==> src/rtl/tx_rd_req_tlp_gen.sv <==
// tx_rd_req_tlp_gen: turns chunk-read requests into PCIe Memory Read request
// TLPs on the TRN transmit interface. Each chunk is split at the max read
// request size and at 4KB boundaries. read_chunk_ack pulses once the last TLP
// of the chunk has been accepted by the core.
//
// TRN handshake: a beat transfers on a rising edge where both trn_tsrc_rdy_n
// and trn_tdst_rdy_n are low. While trn_tdst_rdy_n is high, every TX output
// holds its value and the FSM does not advance.
module tx_rd_req_tlp_gen #(
  parameter int TAG_WIDTH  = 5,
  parameter int MAX_QW_CAP = 64
) (
  input  logic        trn_clk,
  input  logic        reset_n,
  input  logic        read_chunk,
  input  logic [63:0] huge_page_addr_read_from,
  input  logic [8:0]  qwords_to_rd,
  output logic        read_chunk_ack,
  input  logic [15:0] cfg_completer_id,
  input  logic [2:0]  cfg_max_rd_req_size,
  output logic [63:0] trn_td,
  output logic [7:0]  trn_trem_n,
  output logic        trn_tsof_n,
  output logic        trn_teof_n,
  output logic        trn_tsrc_rdy_n,
  output logic        trn_tsrc_dsc_n,
  input  logic        trn_tdst_rdy_n,
  output logic [2:0]  dbg_state
);

  typedef enum logic [2:0] {
    S_IDLE    = 3'd0,
    S_CALC    = 3'd1,
    S_HDR0    = 3'd2,
    S_HDR1    = 3'd3,
    S_ACK     = 3'd4,
    S_RELEASE = 3'd5
  } state_t;

  state_t               state_q, state_d;
  logic [63:0]          addr_q, addr_d;
  logic [9:0]           rem_q, rem_d;
  logic [9:0]           mrrs_q, mrrs_d;
  logic [9:0]           len_q, len_d;
  logic                 fmt4_q, fmt4_d;
  logic [TAG_WIDTH-1:0] tag_q, tag_d;

  logic [9:0]           mrrs_sel;
  logic [9:0]           to4k;
  logic [9:0]           len_min;
  logic [7:0]           tag8;
  logic [31:0]          dw0;
  logic [31:0]          dw1;

  assign trn_tsrc_dsc_n = 1'b1;
  assign dbg_state      = state_q;

  // Request size in qwords from the MRRS encoding, clamped to the per-TLP cap.
  always_comb begin
    mrrs_sel = (cfg_max_rd_req_size >= 3'd3) ? 10'd64 : (10'd16 << cfg_max_rd_req_size);
    if (mrrs_sel > 10'(MAX_QW_CAP)) mrrs_sel = 10'(MAX_QW_CAP);
  end

  // Next TLP length: smallest of remaining qwords, MRRS and distance to 4KB.
  always_comb begin
    to4k    = 10'd512 - {1'b0, addr_q[11:3]};
    len_min = rem_q;
    if (mrrs_q < len_min) len_min = mrrs_q;
    if (to4k < len_min)   len_min = to4k;
  end

  // Header dwords built from latched chunk state and the live requester ID.
  always_comb begin
    tag8                 = 8'h00;
    tag8[TAG_WIDTH-1:0]  = tag_q;
    dw0 = {1'b0, (fmt4_q ? 2'b01 : 2'b00), 5'b00000, 8'h00, 6'h00, len_q[8:0], 1'b0};
    dw1 = {cfg_completer_id, tag8, 4'hF, 4'hF};
  end

  // Next-state, datapath updates and TRN outputs.
  always_comb begin
    state_d        = state_q;
    addr_d         = addr_q;
    rem_d          = rem_q;
    mrrs_d         = mrrs_q;
    len_d          = len_q;
    fmt4_d         = fmt4_q;
    tag_d          = tag_q;
    trn_td         = 64'h0;
    trn_trem_n     = 8'h00;
    trn_tsof_n     = 1'b1;
    trn_teof_n     = 1'b1;
    trn_tsrc_rdy_n = 1'b1;
    read_chunk_ack = 1'b0;
    case (state_q)
      S_IDLE: begin
        if (read_chunk) begin
          addr_d  = huge_page_addr_read_from & ~64'h7;
          rem_d   = {1'b0, qwords_to_rd};
          mrrs_d  = mrrs_sel;
          state_d = (qwords_to_rd == 9'd0) ? S_ACK : S_CALC;
        end
      end
      S_CALC: begin
        len_d   = len_min;
        fmt4_d  = (addr_q[63:32] != 32'h0);
        state_d = S_HDR0;
      end
      S_HDR0: begin
        trn_tsrc_rdy_n = 1'b0;
        trn_tsof_n     = 1'b0;
        trn_td         = {dw0, dw1};
        if (!trn_tdst_rdy_n) state_d = S_HDR1;
      end
      S_HDR1: begin
        trn_tsrc_rdy_n = 1'b0;
        trn_teof_n     = 1'b0;
        if (fmt4_q) begin
          trn_td     = {addr_q[63:32], addr_q[31:2], 2'b00};
          trn_trem_n = 8'h00;
        end else begin
          trn_td     = {addr_q[31:2], 2'b00, 32'h0};
          trn_trem_n = 8'h0F;
        end
        if (!trn_tdst_rdy_n) begin
          addr_d  = addr_q + {51'd0, len_q, 3'b000};
          rem_d   = rem_q - len_q;
          tag_d   = tag_q + TAG_WIDTH'(1);
          state_d = (rem_q == len_q) ? S_ACK : S_CALC;
        end
      end
      S_ACK: begin
        read_chunk_ack = 1'b1;
        state_d        = S_RELEASE;
      end
      S_RELEASE: begin
        // Wait for the requester to drop its level request before rearming.
        if (!read_chunk) state_d = S_IDLE;
      end
      default: state_d = S_IDLE;
    endcase
  end

  // State and datapath registers; reset aborts any TLP in progress.
  always_ff @(posedge trn_clk or negedge reset_n) begin
    if (!reset_n) begin
      state_q <= S_IDLE;
      addr_q  <= 64'h0;
      rem_q   <= 10'd0;
      mrrs_q  <= 10'd0;
      len_q   <= 10'd0;
      fmt4_q  <= 1'b0;
      tag_q   <= '0;
    end else begin
      state_q <= state_d;
      addr_q  <= addr_d;
      rem_q   <= rem_d;
      mrrs_q  <= mrrs_d;
      len_q   <= len_d;
      fmt4_q  <= fmt4_d;
      tag_q   <= tag_d;
    end
  end

endmodule

==> config.mk <==
export PLATFORM = sky130hd
export DESIGN_NAME = tx_rd_req_tlp_gen
export DESIGN_NICKNAME = d
export VERILOG_FILES = /design/src/rtl/tx_rd_req_tlp_gen.sv
export SDC_FILE = /design/constraint.sdc
export NUM_CORES = 1
export LEC_CHECK = 0
export CAP_MARGIN = 20
export CORE_MARGIN = 5
export CORE_UTILIZATION = 32
export CTS_CLUSTER_SIZE = 10
export DETAILED_ROUTE_END_ITERATION = 16
export PLACE_DENSITY = 0.65
export SETUP_SLACK_MARGIN = 0.1
export SLEW_MARGIN = 20
export SYNTH_ARGS = -nofsm -noshare
export SYNTH_HDL_FRONTEND = slang
export SYNTH_SLANG_ARGS = --single-unit
==> constraint.sdc <==
create_clock -name trn_clk -period 3.18 [get_ports trn_clk]
set_clock_uncertainty 0.1 [all_clocks]
set_input_delay 0.318 -clock trn_clk [delete_from_list [all_inputs] [get_ports trn_clk]]
set_output_delay 0.318 -clock trn_clk [all_outputs]
set_load 0.02 [all_outputs]
==> impl_metrics.ini <==
[outcome]
status = finished with violations
violations = setup timing

[global_route]
antenna_found_initial = 0
track_usage = 0.222
grt_pass1_wl_mm = 50.0
grt_max_degree = 54
gr-total-overflow = 0
grt_pass1_vias = 8394

[setup_path]
cp.arrival_ps = 3580
required_ps = 3370
max_stage_delay_ps = 410
rrSetupSlack_ps = -210
crit_path_end_kind = flop
criticalPathCategory = reg2reg
r2r_end = len_q[7]
cp_max_fo = 6
path_buf_inv = 2
cp_top_family = simple AND/OR/NAND/NOR gates
slowest_stage = dfrtp_1
crit_chain = ha_4, nor4bb_4, a221oi_2, o21bai_2, buf_6, mux2i_2, ha_1, nand4_1, nor2_1, a21oi_1, o21ai_1, nor3_2, buf_4, mux2_4, mux2i_1
cp_num_cells = 15
cp-start-kind = flop
worstReg2RegStart = mrrs_q[4]
rr_worst_depth = 15

[timing]
hold_viol_final = 0
holdWs_ps = 386
finalCritPeriodShare = 1.07
tightest_slew_ps = 792
max_freq_mhz = 295
setup_ws_ps = -212
rsz0062_at_grt = true
report.final.slew_viol_count = 0
setup_viol = 10
period_minus_slack_ps = 3390
maxSlewHeadroom = 0.467

[place]
pre_cts_ws_ps = -131
placedCellCount = 1522
gp_congestion = 0.936
io_buffers = 167
post-dp-hpwl_mm = 24.9

[layout]
areaGrowthSynthToFinish_pct = 36.2
diodes = 0
drive_above_1_share = 0.146
fin_nets = 1345
stdcell_count = 1546
layout_commonest_cell = clkdlybuf4s50_1
final_util = 0.439
layout_common_cells = clkdlybuf4s50_1 (165), nor2_1 (108), nand2_1 (103)

[yosys]
ys_seq_area_frac = 0.298
async_flop_share = 1.00
synth_edf_count = 0
yosysUniqueCellTypes = 78
syn_inst = 1020
syn_area_per_cell_um2 = 7.91
synthFlopType = dfrtp_1
synth-seq-cells = 96
syn_area_um2 = 8070
yosys_warnings = 0

[clock_tree]
cts_root_buf = clkbuf_16
h-tree-depth = 3
clkTransAtPathRegs_ps = 80
cts_tree = done
cts_sinks = 96
cts_buffer_depth = 2
clk_latency_ps = 360
cts_buffers = 9

[pwr]
netSwitchingFraction = 0.509
switchingPower_mw = 6.72
p_int_mw = 6.48
power_frac_comb = 0.695
p_leak_nw = 4.60
pwr-share-clk = 0.091
powerDensity_nw_per_um2 = 1200
max-vdd-ir-drop_mv = 0.526
power_mw = 13.2
p_seq_frac = 0.214

[route]
drtPass1Iterations = 5
ant_nets = 0
drtIter0Drc = 875
viasPerCell = 5.70
drc_errors = 0
routed_wl_mm = 32.8
via_count = 8818
wl_per_cell_um = 21.2

[min_path]
hp-start = tag_q[4]
holdPathStages = 1
holdPathEnd = tag_q[4]
hp-class = reg2reg

[floorplan]
dieArea_um2 = 28500
num_io_pins = 176
die_h_um = 169
std_cell_rows = 58
start_util = 0.322
core_um2 = 25000
die_w_um = 169

[run]
drv_cap = 0
-- per-layer routing --
metal	global-route usage	vias up	routed length [um]
met1	0.317	4293	14600
li1	-	4120	-
met4	0.0706	0	846
met2	0.335	354	14700
met5	0	-	0
met3	0.0479	51	2690
-- flip-flops by register name, indices dropped and copies added, names as in the netlist --
| signal | count |
|---|---|
| tag_q | 5 |
| fmt4_q | 1 |
| addr_q | 61 |
| dbg_state | 3 |
| rem_q | 10 |
| len_q | 10 |
| mrrs_q | 6 |
-- power by group through the flow --
stage                     Sequential [mW]  Clock [mW]  Combinational (mW)
after floorplan                      2.34           0                5.76
after global placement               2.75           0                8.65
after detailed placement             2.76           0                8.73
after CTS                            2.74        1.22                8.82
after global routing                 2.90        1.26                10.0
final                                2.82        1.21                9.17
-- worst reg2reg max path, cell delays in order, from the launching register on --
cell      delay [ps]
dfrtp_1          410
ha_4             270
nor4bb_4         300
a221oi_2         110
o21bai_2         210
buf_6            180
mux2i_2          240
ha_1             280
nand4_1          140
nor2_1            70
a21oi_1          140
o21ai_1           90
nor3_2           180
buf_4            170
mux2_4           290
mux2i_1          120
-- worst max path at each step --
stage | from | to | slack [ps]
6_report | mrrs_q[4] | len_q[7] | -210
5_1_grt | rem_q[4] | len_q[7] | -450
4_1_cts | rem_q[5] | len_q[7] | -160
3_5_place_dp | rem_q[5] | len_q[9] | -130
3_3_place_gp | rem_q[5] | len_q[5] | -50
2_1_floorplan | rem_q[5] | len_q[7] | 80
-- logic make-up (layout without fill, tap and decap cells) --
family	count (synthesis)	in the layout	synth area share
simple gates	401	401	0.248
compound gates	300	300	0.242
buf+inv	119	312	0.0743
flops	96	96	0.298
mux	40	40	0.0501
fa+ha+maj	38	38	0.0608
xor+xnor	24	24	0.0261
other cells	2	5	0.000931
-- through the flow --
stage                     instance area (um^2)  setup TNS, ps
after floorplan                           8090              0
after global placement                   10400           -339
after detailed placement                 10400           -939
after CTS                                10700          -1260
after global routing                     11000          -3870
final                                    11000          -1310
-- cell usage after synthesis (7+ instances only) --
cell / number / share of area
a31oi_1: 20 / 0.016
xor2_1: 12 / 0.013
mux2i_1: 37 / 0.046
xnor2_1: 12 / 0.013
nor4_1: 19 / 0.015
inv_1: 38 / 0.018
and2_1: 13 / 0.010
nand3_1: 36 / 0.022
or3_1: 7 / 0.0054
nor2_1: 110 / 0.051
and3_1: 14 / 0.011
o22ai_1: 24 / 0.019
a21oi_1: 97 / 0.060
nor3_1: 26 / 0.016
a21o_1: 9 / 0.0084
dfrtp_1: 96 / 0.30
ha_1: 36 / 0.056
a22o_1: 21 / 0.023
buf_1: 11 / 0.0051
o211ai_1: 7 / 0.0065
or2_2: 8 / 0.0062
buf_4: 11 / 0.010
clkbuf_1: 38 / 0.018
o21ai_0: 42 / 0.026
nand4_1: 30 / 0.023
a2bb2oi_1: 10 / 0.011
nand2_1: 105 / 0.049
buf_2: 8 / 0.0050
a211oi_1: 19 / 0.018
-- cell type report --
cell class,count,area [um^2]
fillers,2496,14000
multi-input cells,808,5330
flip-flops and latches,96,2400
repair buffers,256,2380
well taps,330,413
clock buffers,10,239
inverters,40,153
clock inverters,6,75.1
-- timing repair --
action / in CTS / in global routing
hold buffers: 1 / 0
pin swaps: 1 / 13
cloned: 0 / 1
setup endpoints to repair: 18 / 40
endpoints found under the hold margin: 44 / 0
buffers inserted: 1 / 5
resized for setup: 5 / 37
Note: power is estimated with default switching activity, not from simulation.
